### src/rtl/mac_dot_stream_if.sv
// ============================================================================
// mac_dot_stream_if : operand-in / result-out handshake bundle
// Rev 1.0
// ============================================================================
`default_nettype none

interface mac_dot_stream_if #(
  parameter int BITS    = 24,
  parameter int MAX_LEN = 16
);
  localparam int ACC_W = 2*BITS + $clog2(MAX_LEN);
  localparam int CNT_W = $clog2(MAX_LEN + 1);

  logic             in_valid;
  logic             in_ready;
  logic [BITS-1:0]  in_a;
  logic [BITS-1:0]  in_b;
  logic             in_last;
  logic             in_signed;
  logic             out_valid;
  logic             out_ready;
  logic [ACC_W-1:0] out_result;
  logic [CNT_W-1:0] out_count;
  logic             out_len_err;

  modport master (
    output in_valid, in_a, in_b, in_last, in_signed, out_ready,
    input  in_ready, out_valid, out_result, out_count, out_len_err
  );

  modport slave (
    input  in_valid, in_a, in_b, in_last, in_signed, out_ready,
    output in_ready, out_valid, out_result, out_count, out_len_err
  );
endinterface

`default_nettype wire

### src/rtl/mac_dot_stream.sv
// ============================================================================
// mac_dot_stream : streaming multiply-accumulate dot-product engine
// Rev 1.0
// ============================================================================
`default_nettype none

module mac_dot_stream #(
  parameter int BITS    = 24,
  parameter int MAX_LEN = 16
) (
  input  logic              clk,
  input  logic              reset,
  mac_dot_stream_if.slave   bus
);
  localparam int ACC_W = 2*BITS + $clog2(MAX_LEN);
  localparam int CNT_W = $clog2(MAX_LEN + 1);
  localparam int PW    = 2*BITS;
  localparam int GW    = ACC_W - PW;

  typedef enum logic [1:0] {
    ST_ACC   = 2'd0,
    ST_DRAIN = 2'd1,
    ST_OUT   = 2'd2
  } state_t;

  state_t           state_q, state_d;
  logic             in_ready_q, in_ready_d;
  logic             out_valid_q, out_valid_d;
  logic [PW-1:0]    p_q, p_d;
  logic             p_valid_q, p_valid_d;
  logic [ACC_W-1:0] acc_q, acc_d;
  logic [CNT_W-1:0] cnt_q, cnt_d;
  logic             signed_q, signed_d;
  logic             len_err_q, len_err_d;
  logic [ACC_W-1:0] result_q, result_d;
  logic [CNT_W-1:0] count_q, count_d;
  logic             out_len_err_q, out_len_err_d;

  logic             w_accept;
  logic             w_first;
  logic             w_mode;
  logic             w_terminal;
  logic [PW-1:0]    w_a_ext;
  logic [PW-1:0]    w_b_ext;
  logic [PW-1:0]    w_prod;
  logic [ACC_W-1:0] w_p_ext;
  logic [ACC_W-1:0] w_acc_sum;

  // The first beat uses in_signed directly; later beats use the latched mode.
  assign w_accept   = bus.in_valid && in_ready_q;
  assign w_first    = (cnt_q == '0);
  assign w_mode     = w_first ? bus.in_signed : signed_q;
  assign w_terminal = bus.in_last || (cnt_q == CNT_W'(MAX_LEN - 1));
  assign w_a_ext    = {{BITS{w_mode & bus.in_a[BITS-1]}}, bus.in_a};
  assign w_b_ext    = {{BITS{w_mode & bus.in_b[BITS-1]}}, bus.in_b};
  assign w_prod     = w_a_ext * w_b_ext;
  assign w_p_ext    = {{GW{signed_q & p_q[PW-1]}}, p_q};
  assign w_acc_sum  = acc_q + w_p_ext;

  always_comb begin
    state_d       = state_q;
    in_ready_d    = in_ready_q;
    out_valid_d   = out_valid_q;
    p_d           = w_accept ? w_prod : p_q;
    p_valid_d     = w_accept;
    acc_d         = acc_q;
    cnt_d         = cnt_q;
    signed_d      = signed_q;
    len_err_d     = len_err_q;
    result_d      = result_q;
    count_d       = count_q;
    out_len_err_d = out_len_err_q;

    unique case (state_q)
      ST_ACC: begin
        if (p_valid_q) acc_d = w_acc_sum;
        if (w_accept) begin
          cnt_d = cnt_q + 1'b1;
          if (w_first) signed_d = bus.in_signed;
          if (w_terminal) begin
            state_d    = ST_DRAIN;
            in_ready_d = 1'b0;
            len_err_d  = !bus.in_last;
          end
        end
      end
      ST_DRAIN: begin
        result_d      = w_acc_sum;
        count_d       = cnt_q;
        out_len_err_d = len_err_q;
        acc_d         = '0;
        cnt_d         = '0;
        len_err_d     = 1'b0;
        out_valid_d   = 1'b1;
        state_d       = ST_OUT;
      end
      ST_OUT: begin
        if (bus.out_ready) begin
          out_valid_d = 1'b0;
          in_ready_d  = 1'b1;
          state_d     = ST_ACC;
        end
      end
      default: begin
        state_d     = ST_ACC;
        in_ready_d  = 1'b1;
        out_valid_d = 1'b0;
      end
    endcase
  end

  always_ff @(posedge clk or negedge reset) begin
    if (!reset) begin
      state_q       <= ST_ACC;
      in_ready_q    <= 1'b1;
      out_valid_q   <= 1'b0;
      p_q           <= '0;
      p_valid_q     <= 1'b0;
      acc_q         <= '0;
      cnt_q         <= '0;
      signed_q      <= 1'b0;
      len_err_q     <= 1'b0;
      result_q      <= '0;
      count_q       <= '0;
      out_len_err_q <= 1'b0;
    end else begin
      state_q       <= state_d;
      in_ready_q    <= in_ready_d;
      out_valid_q   <= out_valid_d;
      p_q           <= p_d;
      p_valid_q     <= p_valid_d;
      acc_q         <= acc_d;
      cnt_q         <= cnt_d;
      signed_q      <= signed_d;
      len_err_q     <= len_err_d;
      result_q      <= result_d;
      count_q       <= count_d;
      out_len_err_q <= out_len_err_d;
    end
  end

  assign bus.in_ready    = in_ready_q;
  assign bus.out_valid   = out_valid_q;
  assign bus.out_result  = result_q;
  assign bus.out_count   = count_q;
  assign bus.out_len_err = out_len_err_q;

endmodule

`default_nettype wire

### src/flat_wrapper.sv
// flat-port wrapper written by rule: the top's interface ports become plain ports
module mac_dot_stream_flat 
#(
  parameter int BITS    = 24,
  parameter int MAX_LEN = 16
)
  (clk, reset, bus_in_valid, bus_in_a, bus_in_b, bus_in_last, bus_in_signed, bus_out_ready, bus_in_ready, bus_out_valid, bus_out_result, bus_out_count, bus_out_len_err);
  mac_dot_stream_if #(.BITS(BITS), .MAX_LEN(MAX_LEN)) bus_i ();
  input  logic clk;
  input  logic reset;
  input wire logic [$bits(bus_i.in_valid)-1:0] bus_in_valid;
  input wire logic [$bits(bus_i.in_a)-1:0] bus_in_a;
  input wire logic [$bits(bus_i.in_b)-1:0] bus_in_b;
  input wire logic [$bits(bus_i.in_last)-1:0] bus_in_last;
  input wire logic [$bits(bus_i.in_signed)-1:0] bus_in_signed;
  input wire logic [$bits(bus_i.out_ready)-1:0] bus_out_ready;
  output wire logic [$bits(bus_i.in_ready)-1:0] bus_in_ready;
  output wire logic [$bits(bus_i.out_valid)-1:0] bus_out_valid;
  output wire logic [$bits(bus_i.out_result)-1:0] bus_out_result;
  output wire logic [$bits(bus_i.out_count)-1:0] bus_out_count;
  output wire logic [$bits(bus_i.out_len_err)-1:0] bus_out_len_err;
  assign bus_i.in_valid = bus_in_valid;
  assign bus_i.in_a = bus_in_a;
  assign bus_i.in_b = bus_in_b;
  assign bus_i.in_last = bus_in_last;
  assign bus_i.in_signed = bus_in_signed;
  assign bus_i.out_ready = bus_out_ready;
  assign bus_in_ready = bus_i.in_ready;
  assign bus_out_valid = bus_i.out_valid;
  assign bus_out_result = bus_i.out_result;
  assign bus_out_count = bus_i.out_count;
  assign bus_out_len_err = bus_i.out_len_err;
  mac_dot_stream #(.BITS(BITS), .MAX_LEN(MAX_LEN)) u_core (.clk(clk), .reset(reset), .bus(bus_i));
endmodule
### config.mk
export PLATFORM = sky130hd
export DESIGN_NAME = mac_dot_stream_flat
export DESIGN_NICKNAME = d
export VERILOG_FILES = /design/src/rtl/mac_dot_stream_if.sv /design/src/rtl/mac_dot_stream.sv /design/src/flat_wrapper.sv
export SDC_FILE = /design/constraint.sdc
export NUM_CORES = 2
export LEC_CHECK = 0
export ABC_CLOCK_PERIOD_IN_PS = 10950
export CAP_MARGIN = 15
export CORE_MARGIN = 2
export CORE_UTILIZATION = 68
export CTS_BUF_LIST = sky130_fd_sc_hd__clkbuf_4
export DETAILED_ROUTE_END_ITERATION = 12
export DONT_BUFFER_PORTS = 1
export GPL_TIMING_DRIVEN = 0
export PLACE_DENSITY = 0.84
export SYNTH_ARGS = -nofsm -noshare
export SYNTH_HDL_FRONTEND = slang
export SYNTH_SLANG_ARGS = --single-unit
export TNS_END_PERCENT = 20
### constraint.sdc
create_clock -name clk -period 10.95 [get_ports clk]
set_input_delay 1.095 -clock clk [delete_from_list [all_inputs] [get_ports clk]]
set_output_delay 1.095 -clock clk [all_outputs]
set_load 0.02 [all_outputs]
==> qor.csv <==
metric,value,unit
clock_skew,0.02536,ns
setup_viol,0,
final_common_cell,fa_1,
place_congestion,1.030,
rr_worst_depth,30,
die_h,219.0,um
synth_seq_cells,170,
yosys-top-cells-area,"fa_1 41%, dfrtp_1 13%, ha_1 7.6%",
num_rows,78,
n_fill_cell,3587,
syn-instance-count,3425,
startpoint_type,register,
synth_top_area_share,40.82,%
final_nets,4331,
fin_tns_setup,0,ns
insertion_delay,0.61,ns
endpoint_kind,register,
grt_usage,43.71,%
dpl-instance-area,0.03218,mm2
regArea,0.004255,mm2
grt_pass1_wl,153600,um
htreeDepth,4,
min_period_over_period,92.30,%
r2r_slack,0.84,ns
vias_per_cell,6.176,
via_count,25180,
cts_made_buffers,17,
crit_type,register to register,
cp_data_required_time,11.43,ns
die_w,219.0,um
cts_tree,done,
clock_path_buffers,2,
worst_pin_slew,1.092,ns
drive_above_1_share,2.141,%
r2r-end,u_core.p_q[46],
crit_fanout,10,
report.final.slew_viol_count,0,
async_flop_share,100.0,%
synth_top_cell_by_area,fa_1,
netlist_area,0.03143,mm2
status,finished with violations,
rsz0062_at_grt,no,
coreArea,0.04548,mm2
maxCapViolations,0,
layout_common_cells,"641 x fa_1, 628 x inv_1, 520 x nand2_1",
synth_ff_type,dfrtp_1,
multi_input_area,0.02417,mm2
path_clk_slew,0.14,ns
drtIter0Drc,2645,
cp_slowest_cell,fa_1,
areaGrowthSynthToFinish,3.503,%
grt.overflow.total,0,
die_area,0.04796,mm2
ys_seq_area_share,13.54,%
path_common_cell,fa_1,
wl_per_cell,24.68,um
antenna_found_initial,12,
io_buffers,0,
ys_types,81,
firstDrtPassIters,11,
cts_sinks,170,
grt_max_degree,171,
relSlewSlack,27.14,%
whs,0.1515,ns
wirelength,100600,um
cp.arrival,10.59,ns
cts_resized,0,
start_util,69.12,%
io_pins,114,
cpPeakStageDelay,0.87,ns
hold_path_class,primary input to asynchronous set/reset pin,
syn_nets,4312,
final.min_clock_period,10.11,ns
avgSynthCellArea,9.178,um2
final_hold_viol_count,0,
grt_pass1_vias,26690,
yosys_warnings,0,
dpl.hpwl,82160,um
final_area,0.03254,mm2
cts_setup_buffers,0,
ant_nets,0,
route.detailed.drc,4,
max_freq,0.09894,GHz
cts-root-buf,clkbuf_4,
synth_edf_count,0,
violations,DRC,
regToRegStartpoint,u_core.cnt_q[0],
cts_hold_buffers,0,
[worst max-delay path by stage]
| stage | startpoint | end | slack, ns | depth (start not counted) |
|---|---|---|---|---|
| floorplan | bus_in_signed | u_core.p_q[46] | 2.97 | 27 |
| global placement | u_core.cnt_q[0] | u_core.p_q[46] | 1.14 | 30 |
| detailed placement | u_core.cnt_q[0] | u_core.p_q[46] | 1.03 | 30 |
| CTS | u_core.cnt_q[0] | u_core.p_q[46] | 0.99 | 30 |
| global route | u_core.cnt_q[0] | u_core.p_q[46] | 0.48 | 30 |
| finish | u_core.cnt_q[0] | u_core.p_q[46] | 0.84 | 30 |
[logic make-up after synthesis]
group | after synthesis | share of synthesized area [%]
muxes | 3 | 0.09553
and+or+nand+nor | 1053 | 16.03
buffers and inverters | 797 | 9.585
AOI/OAI and AO/OA | 470 | 9.481
adders and majority gates | 833 | 48.47
DFF | 170 | 13.54
xor gates and xnor gates | 99 | 2.802
[worst max-delay path, delay by kind of cell (launching register included)]
kind | cells | cell delay [ns]
fa+ha+maj | 9 | 4.63
mux | 1 | 0.80
buf+inv | 7 | 1.46
compound gates | 7 | 1.15
xor+xnor | 1 | 0.25
flops | 1 | 0.45
simple gates | 5 | 1.21
[metal layers]
metal  vias to the layer above  routed length, um  share of wire (%)  track usage [%]
met5                         -                 12              0.012                0
met4                         2               6203                6.2            22.25
met3                       358              12610                 13            14.76
met2                      1602              44530                 44            67.57
met1                     12630              37250                 37            55.13
li1                      10590                  -                  -                -
[synthesized netlist by cell type (6+ instances only)]
library cell and count:
a211oi_1 11, a21o_1 59, a21oi_1 93, a31oi_1 19, and2_1 282, and3_1 14, buf_2 8, clkbuf_1 155
dfrtp_1 169, fa_1 641, ha_1 192, inv_1 628, nand2_1 520, nand2b_1 14, nand3_1 86, nand4_1 11
nor2_1 68, nor2b_1 14, nor3_1 10, o2111ai_1 6, o211ai_1 7, o21a_1 12, o21ai_0 164, o21ai_1 22
o21bai_1 11, o31ai_1 10, or2_2 9, or4_1 6, xnor2_1 51, xor2_1 47
[sequential cells by signal (all words and copies together), names as in the netlist, 2 cells and up]
name,count
u_core.acc_q,52
u_core.bus.out_result,52
u_core.p_q,48
u_core.bus.out_count,5
u_core.cnt_q,5
u_core.state_q,2
[final cells by class]
class / count / area share [%]
multi-input combinational: 2458 / 74.28
sequential: 170 / 13.08
clock inverter: 12 / 0.4615
antenna: 20 / 0.1538
clock buffer: 20 / 0.4615
buffer: 169 / 2.015
inverter: 628 / 7.245
tap: 600 / 2.307
[through the flow]
stage	utilization [%]	setup slack (ns)	cells
3_3_place_gp	70.77	1.141	4025
6_report	71.54	0.8433	4077
5_1_grt	71.48	0.4761	4067
3_5_place_dp	70.77	1.026	4025
4_1_cts	71.43	0.9895	4057
2_1_floorplan	-	2.974	3425
Power is not shown: default switching activity piles up to over one toggle a cycle in this logic, so the estimate is an artifact.
